### config.mk
export PLATFORM = sky130hd
export DESIGN_NAME = intra_residue_gen_flat
export DESIGN_NICKNAME = d
export VERILOG_FILES = /design/src/rtl/intra_residue_gen_if.sv /design/src/rtl/intra_residue_gen.sv /design/src/flat_wrapper.sv
export SDC_FILE = /design/constraint.sdc
export NUM_CORES = 1
export LEC_CHECK = 0
export ABC_AREA = 1
export CORE_ASPECT_RATIO = 2
export CORE_MARGIN = 3
export CORE_UTILIZATION = 61
export CTS_BUF_LIST = sky130_fd_sc_hd__clkbuf_8
export DETAILED_ROUTE_END_ITERATION = 16
export MAX_ROUTING_LAYER = met4
export PLACE_DENSITY = 0.89
export SYNTH_ARGS = -nofsm -noshare
export SYNTH_HDL_FRONTEND = slang
export SYNTH_SLANG_ARGS = --single-unit
export TNS_END_PERCENT = 30
### constraint.sdc
create_clock -name clk -period 14.2 [get_ports clk]
set_input_delay 3.55 -clock clk [delete_from_list [all_inputs] [get_ports clk]]
set_output_delay 3.55 -clock clk [all_outputs]
set_load 0.03 [all_outputs]
### src/rtl/intra_residue_gen_if.sv
`default_nettype none
// ============================================================================
// Module      : intra_residue_gen_if
// Description : Macroblock request/response bundle for the intra residue
//               generator: neighbour pixels and original block in, residue,
//               chosen mode and its SAD out.
// Revision    : 1.0 - initial release
// ============================================================================
interface intra_residue_gen_if #(
    parameter int MB_SIZE_L = 4,
    parameter int MB_SIZE_W = 4
);
    localparam int c_N  = MB_SIZE_L * MB_SIZE_W;
    localparam int c_SW = $clog2(c_N * 255 + 1);

    logic                 enable;
    logic                 in_valid;
    logic                 in_ready;
    logic [7:0]           orig [c_N];
    logic [7:0]           top  [MB_SIZE_W];
    logic [7:0]           left [MB_SIZE_L];
    logic                 top_avail;
    logic                 left_avail;
    logic signed [7:0]    residue [c_N];
    logic [1:0]           mode;
    logic [c_SW-1:0]      sad;
    logic                 done;

    // Producer of macroblocks (upstream stage or bench)
    modport master (
        output enable, in_valid, orig, top, left, top_avail, left_avail,
        input  in_ready, residue, mode, sad, done
    );

    // The residue generator itself
    modport slave (
        input  enable, in_valid, orig, top, left, top_avail, left_avail,
        output in_ready, residue, mode, sad, done
    );
endinterface
`default_nettype wire

### src/rtl/intra_residue_gen.sv
`default_nettype none
// ============================================================================
// Module      : intra_residue_gen
// Description : Encoder-side intra stage. Evaluates vertical, horizontal and
//               DC predictions for one macroblock, picks the minimum-SAD mode
//               (lower index wins ties) and emits the saturated signed 8-bit
//               residue one pixel per cycle.
// Revision    : 1.0 - initial release
// ============================================================================
module intra_residue_gen #(
    parameter int MB_SIZE_L = 4,
    parameter int MB_SIZE_W = 4
) (
    input logic                  clk,
    input logic                  reset,
    intra_residue_gen_if.slave   bus
);
    localparam int c_N       = MB_SIZE_L * MB_SIZE_W;
    localparam int c_SW      = $clog2(c_N * 255 + 1);
    localparam int c_CW      = $clog2(c_N);
    localparam int c_LW      = $clog2(MB_SIZE_W);
    localparam int c_RW      = $clog2(MB_SIZE_L);
    localparam int c_SH_BOTH = $clog2(MB_SIZE_L + MB_SIZE_W);
    localparam int c_SH_TOP  = $clog2(MB_SIZE_W);
    localparam int c_SH_LEFT = $clog2(MB_SIZE_L);
    localparam logic [c_SW:0]   c_RND_BOTH = (c_SW+1)'((MB_SIZE_L + MB_SIZE_W) / 2);
    localparam logic [c_SW:0]   c_RND_TOP  = (c_SW+1)'(MB_SIZE_W / 2);
    localparam logic [c_SW:0]   c_RND_LEFT = (c_SW+1)'(MB_SIZE_L / 2);
    localparam logic [c_SW:0]   c_DC_NONE  = (c_SW+1)'(128);
    localparam logic [c_CW-1:0] c_LAST     = c_CW'(c_N - 1);

    typedef enum logic [2:0] {
        S_IDLE   = 3'd0,
        S_DCCALC = 3'd1,
        S_SCAN   = 3'd2,
        S_DECIDE = 3'd3,
        S_EMIT   = 3'd4,
        S_DONE   = 3'd5
    } state_t;

    state_t              r_state;
    state_t              w_state_nxt;
    logic                w_accept;
    logic                w_last;

    // Captured macroblock
    logic [7:0]          r_orig [c_N];
    logic [7:0]          r_top  [MB_SIZE_W];
    logic [7:0]          r_left [MB_SIZE_L];
    logic                r_top_av;
    logic                r_left_av;

    logic [7:0]          r_dc;
    logic [c_CW-1:0]     r_cnt;
    logic [c_SW-1:0]     r_acc_v;
    logic [c_SW-1:0]     r_acc_h;
    logic [c_SW-1:0]     r_acc_d;
    logic [1:0]          r_mode;
    logic [c_SW-1:0]     r_sad;
    logic signed [7:0]   r_residue [c_N];

    logic [c_SW:0]       w_sum_t;
    logic [c_SW:0]       w_sum_l;
    logic [c_SW:0]       w_dc_wide;
    logic [c_RW-1:0]     w_row;
    logic [c_LW-1:0]     w_col;
    logic [7:0]          w_pix;
    logic [7:0]          w_pred_v;
    logic [7:0]          w_pred_h;
    logic [7:0]          w_pred_sel;
    logic [1:0]          w_best_mode;
    logic [c_SW-1:0]     w_best_sad;

    function automatic logic [7:0] f_absdiff(input logic [7:0] a, input logic [7:0] b);
        return (a >= b) ? (a - b) : (b - a);
    endfunction

    function automatic logic signed [7:0] f_sat8(input logic [7:0] a, input logic [7:0] b);
        logic signed [8:0] d;
        d = $signed({1'b0, a}) - $signed({1'b0, b});
        if (d > 9'sd127)
            return 8'sh7F;
        else if (d < -9'sd128)
            return 8'sh80;
        else
            return d[7:0];
    endfunction

    // Pixel position of the counter; block sides are powers of two so row/col are bit fields
    assign w_row    = r_cnt[c_CW-1 -: c_RW];
    assign w_col    = r_cnt[c_LW-1:0];
    assign w_pix    = r_orig[r_cnt];
    assign w_pred_v = r_top[w_col];
    assign w_pred_h = r_left[w_row];
    assign w_last   = (r_cnt == c_LAST);

    // Phase sequencer state register; enable low freezes it
    always_ff @(posedge clk) begin
        if (reset)
            r_state <= S_IDLE;
        else if (bus.enable)
            r_state <= w_state_nxt;
    end

    // Next-state decode and accept strobe
    always_comb begin
        w_state_nxt = r_state;
        w_accept    = 1'b0;
        case (r_state)
            S_IDLE: begin
                if (bus.in_valid) begin
                    w_state_nxt = S_DCCALC;
                    w_accept    = bus.enable;
                end
            end
            S_DCCALC: w_state_nxt = S_SCAN;
            S_SCAN:   if (w_last) w_state_nxt = S_DECIDE;
            S_DECIDE: w_state_nxt = S_EMIT;
            S_EMIT:   if (w_last) w_state_nxt = S_DONE;
            S_DONE:   w_state_nxt = S_IDLE;
            default:  w_state_nxt = S_IDLE;
        endcase
    end

    assign bus.in_ready = (r_state == S_IDLE);
    assign bus.done     = (r_state == S_DONE);

    // Input capture at the accept edge; later input changes are ignored
    always_ff @(posedge clk) begin
        if (w_accept) begin
            for (int k = 0; k < c_N; k++)       r_orig[k] <= bus.orig[k];
            for (int c = 0; c < MB_SIZE_W; c++) r_top[c]  <= bus.top[c];
            for (int r = 0; r < MB_SIZE_L; r++) r_left[r] <= bus.left[r];
            r_top_av  <= bus.top_avail;
            r_left_av <= bus.left_avail;
        end
    end

    // Neighbour sums and DC predictor with round-to-nearest division
    always_comb begin
        w_sum_t = '0;
        w_sum_l = '0;
        for (int c = 0; c < MB_SIZE_W; c++) w_sum_t = w_sum_t + (c_SW+1)'(r_top[c]);
        for (int r = 0; r < MB_SIZE_L; r++) w_sum_l = w_sum_l + (c_SW+1)'(r_left[r]);
        if (r_top_av && r_left_av)
            w_dc_wide = (w_sum_t + w_sum_l + c_RND_BOTH) >> c_SH_BOTH;
        else if (r_top_av)
            w_dc_wide = (w_sum_t + c_RND_TOP) >> c_SH_TOP;
        else if (r_left_av)
            w_dc_wide = (w_sum_l + c_RND_LEFT) >> c_SH_LEFT;
        else
            w_dc_wide = c_DC_NONE;
    end

    // Mode decision: DC always eligible; a lower index wins on equal SAD
    always_comb begin
        w_best_mode = 2'd2;
        w_best_sad  = r_acc_d;
        if (r_left_av && (r_acc_h <= w_best_sad)) begin
            w_best_mode = 2'd1;
            w_best_sad  = r_acc_h;
        end
        if (r_top_av && (r_acc_v <= w_best_sad)) begin
            w_best_mode = 2'd0;
            w_best_sad  = r_acc_v;
        end
    end

    // Prediction of the chosen mode for the pixel being emitted
    always_comb begin
        case (r_mode)
            2'd0:    w_pred_sel = w_pred_v;
            2'd1:    w_pred_sel = w_pred_h;
            default: w_pred_sel = r_dc;
        endcase
    end

    // Datapath: DC latch, SAD accumulation, decision and residue emission
    always_ff @(posedge clk) begin
        if (reset) begin
            r_dc    <= '0;
            r_cnt   <= '0;
            r_acc_v <= '0;
            r_acc_h <= '0;
            r_acc_d <= '0;
            r_mode  <= '0;
            r_sad   <= '0;
            for (int k = 0; k < c_N; k++) r_residue[k] <= '0;
        end else if (bus.enable) begin
            case (r_state)
                S_IDLE: begin
                    if (bus.in_valid) begin
                        r_cnt   <= '0;
                        r_acc_v <= '0;
                        r_acc_h <= '0;
                        r_acc_d <= '0;
                    end
                end
                S_DCCALC: r_dc <= w_dc_wide[7:0];
                S_SCAN: begin
                    r_acc_v <= r_acc_v + c_SW'(f_absdiff(w_pix, w_pred_v));
                    r_acc_h <= r_acc_h + c_SW'(f_absdiff(w_pix, w_pred_h));
                    r_acc_d <= r_acc_d + c_SW'(f_absdiff(w_pix, r_dc));
                    r_cnt   <= r_cnt + c_CW'(1);
                end
                S_DECIDE: begin
                    r_mode <= w_best_mode;
                    r_sad  <= w_best_sad;
                end
                S_EMIT: begin
                    r_residue[r_cnt] <= f_sat8(w_pix, w_pred_sel);
                    r_cnt            <= r_cnt + c_CW'(1);
                end
                default: ;
            endcase
        end
    end

    assign bus.mode = r_mode;
    assign bus.sad  = r_sad;

    for (genvar k = 0; k < c_N; k++) begin : g_res
        assign bus.residue[k] = r_residue[k];
    end
endmodule
`default_nettype wire

### src/flat_wrapper.sv
// flat-port wrapper written by rule: the top's interface ports become plain ports
module intra_residue_gen_flat 
#(
    parameter int MB_SIZE_L = 4,
    parameter int MB_SIZE_W = 4
)
  (clk, reset, bus_enable, bus_in_valid, bus_orig, bus_top, bus_left, bus_top_avail, bus_left_avail, bus_in_ready, bus_residue, bus_mode, bus_sad, bus_done);
  intra_residue_gen_if #(.MB_SIZE_L(MB_SIZE_L), .MB_SIZE_W(MB_SIZE_W)) bus_i ();
  input logic clk;
  input logic reset;
  input wire logic [$bits(bus_i.enable)-1:0] bus_enable;
  input wire logic [$bits(bus_i.in_valid)-1:0] bus_in_valid;
  input wire logic [$bits(bus_i.orig)-1:0] bus_orig;
  input wire logic [$bits(bus_i.top)-1:0] bus_top;
  input wire logic [$bits(bus_i.left)-1:0] bus_left;
  input wire logic [$bits(bus_i.top_avail)-1:0] bus_top_avail;
  input wire logic [$bits(bus_i.left_avail)-1:0] bus_left_avail;
  output wire logic [$bits(bus_i.in_ready)-1:0] bus_in_ready;
  output wire logic [$bits(bus_i.residue)-1:0] bus_residue;
  output wire logic [$bits(bus_i.mode)-1:0] bus_mode;
  output wire logic [$bits(bus_i.sad)-1:0] bus_sad;
  output wire logic [$bits(bus_i.done)-1:0] bus_done;
  assign bus_i.enable = bus_enable;
  assign bus_i.in_valid = bus_in_valid;
  assign bus_i.orig = {>>{bus_orig}};
  assign bus_i.top = {>>{bus_top}};
  assign bus_i.left = {>>{bus_left}};
  assign bus_i.top_avail = bus_top_avail;
  assign bus_i.left_avail = bus_left_avail;
  assign bus_in_ready = bus_i.in_ready;
  assign bus_residue = {>>{bus_i.residue}};
  assign bus_mode = bus_i.mode;
  assign bus_sad = bus_i.sad;
  assign bus_done = bus_i.done;
  intra_residue_gen #(.MB_SIZE_L(MB_SIZE_L), .MB_SIZE_W(MB_SIZE_W)) u_core (.clk(clk), .reset(reset), .bus(bus_i));
endmodule
# Word-level counts from Yosys, hierarchy flattened
# Memories as Yosys holds them, arrays and structs flattened. A register that Yosys moved wholly into a read port is not among the register bits.
# Index checks and enable logic that the tools add are counted.
# op_classes
n_mux	45
eq_ne	10
reduce_logical	14
n_addsub	21
order_cmp	7
# op_table
operator	count
8-bit 2-to-1 mux	12
12-bit one-hot mux with 2 select lines	3
8-bit subtractor	6
11-bit by 8-bit adder with 11-bit output	4
12-bit by 8-bit adder with 12-bit output	3
12-bit 2-to-1 mux	3
8-bit >= comparator	3
12-bit <= comparator	2
10-bit by 2-bit adder with 10-bit output, second input constant	2
8-bit by 8-bit adder with 9-bit output	2
4-bit 2-to-1 mux	4
8-bit one-hot mux with 2 select lines	1
3-bit one-hot mux with 5 select lines	1
2-bit 2-to-1 mux	6
11-bit adder	1
11-bit by 3-bit adder with 11-bit output, second input constant	1
1-bit 2-to-1 mux	11
9-bit by 8-bit > comparator with 1-bit output, second input constant	1
9-bit by 8-bit less-than comparator with 1-bit output, second input constant	1
3-bit 2-to-1 mux	3
8-bit by 8-bit subtractor with 9-bit output	1
4-bit one-hot mux with 2 select lines	1
8-bit OR reduction	1
3-bit by 2-bit == test with 1-bit output, second input constant	2
15 further kinds	22
# totals
regBits	67
elab_cells	111
n_memories	4
output_inout_bits	144
ramBits	320
in_bits	198
# mem_list
memory	depth	width	rd	rd_clocked_by_memory_dff	write_ports	line	source
u_core.r_orig	16	8	1	1	16	intra_residue_gen.sv:47	logic [7:0] r_orig [c_N];
u_core.r_residue	16	8	16	0	16	intra_residue_gen.sv:60	logic signed [7:0] r_residue [c_N];
u_core.r_left	4	8	5	1	4	intra_residue_gen.sv:49	logic [7:0] r_left [MB_SIZE_L];
u_core.r_top	4	8	5	1	4	intra_residue_gen.sv:48	logic [7:0] r_top [MB_SIZE_W];

# Logic depth before layout (Yosys ltp)
# depth
ltp_word	10
ltp_mapped	32
mapped_depth_nobuf	29

# Worst setup path after synthesis
# No wires, ideal clock.
# synth_timing
kind	input-to-reg
startpoint	in bus_in_valid
endpoint	mem u_core.r_left[0][0], enable pin
setup_time_ps	546
required_time_ps	13654
setup_slack_ps	6059
path_stages	4
n_path_buf	0
t_arrival_ps	7595
cell_sequence	o21ai_2 > nor2_4 > nand2_2 > inv_1
# synth_lines
element	line	source
start: declaration	flat_wrapper.sv:12	input wire logic [$bits(bus_i.in_valid)-1:0] bus_in_valid;
end: declaration	intra_residue_gen.sv:49	

==> metrics.md <==
| Metric | Value |
|---|---|
| Routed Antenna Nets | 0 |
| Largest net degree at the start of global routing | 108 |
| Critical path launch point type | flip-flop |
| Async set-reset flop share out of synthesis | 0% |
| Filler cells | 2379 |
| Mapped Area | 0.0219 mm² |
| Setup Fix Bufs, Post-CTS | 0 |
| Crit. End Element | flip-flop |
| Initial core utilization | 62.2% |
| Achievable frequency | 164 MHz |
| Clock-pin slew on the worst setup and hold paths | around 0.070 ns |
| Fin nets | 3060 |
| R2r worst-path depth | 26 |
| Ratio of cells with drive above 1 in the final layout | 5.08% |
| Top post-synthesis cells by count | 394 x nand2_1, 336 x inv_1, 322 x edfxtp_1 |
| # setup viols final | 0 |
| Setup crit end | u_core.r_acc_d[11] |
| Post-synth EDFFs | approximately 320 |
| CP Max Fanout | 39 |
| Vias in the first global route | between 15000 and 20000 |
| Sw Ratio | about half |
| YS warnings | 0 |
| Final Max Slew Viols | 0 |
| # clock sinks | ~390 |
| Cell count after synthesis | 2338 |
| Skew-Pair Late Insertion Delay | 0.63 ns |
| Status | completed |
| Tightest Pin Transition | about 1.1 ns |
| Fin crit share | between 40% and 50% |
| Clk root buf | clkbuf_8 |
| Via count | roughly 19000 |
| Buffers & Inverters on Critical Path | 6 |
| DR DRC count | 0 |
| Number of H-tree levels | 2 |
| Routed len/inst | slightly above 20 µm |
| Setup CP Type | flip-flop to flip-flop |
| Vias per inst | between 5 and 6 |
| Crit path DAT | between 6 and 7 ns |
| CTS Hold Bufs | 0 |
| #FFs+latches synth | ~400 |
| HP Class | flip-flop to flip-flop |
| Total grt overflow | 0 |
| Internal | ~3.2 mW |
| Die area | between 0.03 and 0.04 mm² |
| DR iter-0 viols | roughly 1400 |
| FP Rows | 97 |
| Unrepaired setup endpoints after global routing | false |
| Worst Skew | 0.0357 ns |
| WP depth | 26 |
| Storage cell area | around 0.011 mm² |
| Primary FF master, synth | edfxtp_1 |
| WP data required | between 10 and 15 ns |
| Drt total wl | around 65000 µm |
| Detailed Place HPWL | between 40000 and 50000 µm |
| Drt pass-1 iters | 6 |
| Setup TNS | 0 ns |
| Tot Pwr | around 6.5 mW |
| # Max-Cap Violations | 0 |
| Post_cts resized | 0 |
| Area leader, netlist | edfxtp_1 |
| LEAKAGE | approximately 11 nW |
| Crit-path slowest cell | o2111ai_1 |
| Most used cell along the critical path | nand2_1 |
| Register area share after synthesis | between 50% and 60% |
| Synth unique cells | 51 |
| Slowest cell delay on critical path | a little under 0.7 ns |
| P_sw | 3.31 mW |
| Tmin final | roughly 6 ns |
| FF-to-FF End | u_core.r_acc_d[11] |
| Total power per unit cell area | ~240 mW/mm² |
| Seq pwr share | about 23% |
| Cts bufs inserted | between 50 and 60 |
| Clk pwr share | 14.2% |
| Worst reg-to-reg setup slack | about 8.1 ns |
| Syn Nets | between 2000 and 3000 |
| Final count of hold timing violations | 0 |
| CTS tree | built |
| Share of the synthesized area in the top cell type | 44.1% |
| Leading post-synthesis cells by cell area | edfxtp_1 44%, ha_1 8.9%, nand2_1 6.8% |
| Global Route Usage Sum | 34.5% |
| Slew HR | about 30% |
| Die Wd | about 140 µm |
| Core footprint | ~0.035 mm² |
| Count leader, synth | nand2_1 |
| Buffers on Ports | about 340 |
| IO Pins | 342 |
| Global-route wire length before repair | approximately 100000 µm |
| Synth-to-layout area growth | 22.2% |
| Max VDD drop | between 150 and 200 µV |
| Area of the multi-input gates | 0.00922 mm² |
| GP Congestion | a little over 1 |
| Comb pwr share | around 63% |
| Worst-case clock buffer depth | 3 |
| Avg Cell Area, Syn | between 9 and 10 µm² |
| Initial antenna violation count | 1 |
| Crit path max-delay family | compound AO/OA/AOI/OAI gates |
| Die height | approximately 270 µm |
[placed cells by master (no fill, tap or decap), types with 8 or more instances in the layout]
cell             count
a21o_1              15
a21oi_1            161
a31oi_1             11
a32oi_1             10
and2_1              11
buf_4               12
bufinv_16            8
clkbuf_8            55
clkdlybuf4s50_1    341
clkinv_1            11
dfxtp_1             67
edfxtp_1           322
fa_1                30
ha_1               155
inv_1              344
inv_2                9
nand2_1            394
nand2_2              8
nand3_1             99
nand4_1             16
nor2_1             264
o211ai_1            26
o21ai_0            157
o21ai_2              9
o21bai_1             9
o221ai_1            26
o22ai_1             19
xnor2_1             10
xor2_1              39
[logic make-up after synthesis]
logic type / count (synthesis) / share of synthesized area (%)
fa+ha+maj: 185 / 11.6
flops: 391 / 50.4
xor+xnor: 49 / 1.96
mux: 9 / 0.451
compound gates: 465 / 12.4
simple gates: 826 / 15.6
buf+inv: 413 / 7.48
[sequential cells by signal (all words and copies together), names as in the netlist, 8 cells and up, named ones only]
name and cells:
u_core.r_orig 128, u_core.r_residue 128, u_core.r_left 32, u_core.r_top 32, u_core.bus.sad 12, u_core.r_acc_d 12, u_core.r_acc_h 12, u_core.r_acc_v 12
u_core.r_dc 8
[stage by stage]
step           std cells  hold WS [ns]  utilization [%]  setup slack [ns]  instance area (µm²)
6_report            3162         0.470             76.1              8.09                26800
3_3_place_gp        3069         0.457             72.8              7.80                25600
5_1_grt             3162         0.491             76.1              7.67                26800
3_5_place_dp        3069         0.457             72.8              7.68                25600
4_1_cts             3161         0.468             76.1              8.23                26800
2_1_floorplan       2338         0.444                -              6.06                21900
[worst min-delay path by stage]
stage,startpoint,endpoint,slack (ns),cells after the start
2_1_floorplan,u_core.r_acc_v[11],u_core.r_acc_v[11],0.44,1
3_3_place_gp,u_core.bus.sad[0],u_core.bus.sad[0],0.46,2
3_5_place_dp,u_core.bus.sad[4],u_core.bus.sad[4],0.46,2
4_1_cts,u_core.bus.sad[4],u_core.bus.sad[4],0.47,2
5_1_grt,u_core.bus.sad[4],u_core.bus.sad[4],0.49,2
6_report,u_core.bus.sad[0],u_core.bus.sad[0],0.47,2
[worst register-to-register path, delay by kind of cell (launching register included)]
kind | cells | cell delay [ns]
flops | 1 | 0.34
buf+inv | 6 | 1.26
compound gates | 10 | 2.52
xor+xnor | 1 | 0.20
fa+ha+maj | 2 | 0.79
simple gates | 7 | 0.88
[metal layers]
metal | vias to the layer above | part of all wire (%) | global-route usage (%)
met2 | 1157 | 54 | 63.3
met4 | 0 | 9.3 | 26.6
met5 | - | 0 | -
met3 | 383 | 6.5 | 4.08
li1 | 8605 | - | -
met1 | 8671 | 31 | 32.1
[cell type report]
type                       instances  area share [%]
clock buffer                      55            2.83
inverter                         346            4.88
multi-input combinational       1534            34.4
antenna                            1         0.00935
tap                              445            2.08
timing repair buffer             353            13.1
clock inverter                    37            1.39
sequential                       391            41.3
[power groups by stage]
stage	Sequential (mW)	Combinational [mW]	Clock, mW
floorplan	1.53	2.96	0
global placement	1.50	3.86	0
detailed placement	1.51	4.01	0
CTS	1.49	4.04	0.936
global route	1.50	4.56	0.988
finish	1.49	4.12	0.931
Power figures use the tool's default switching activity.
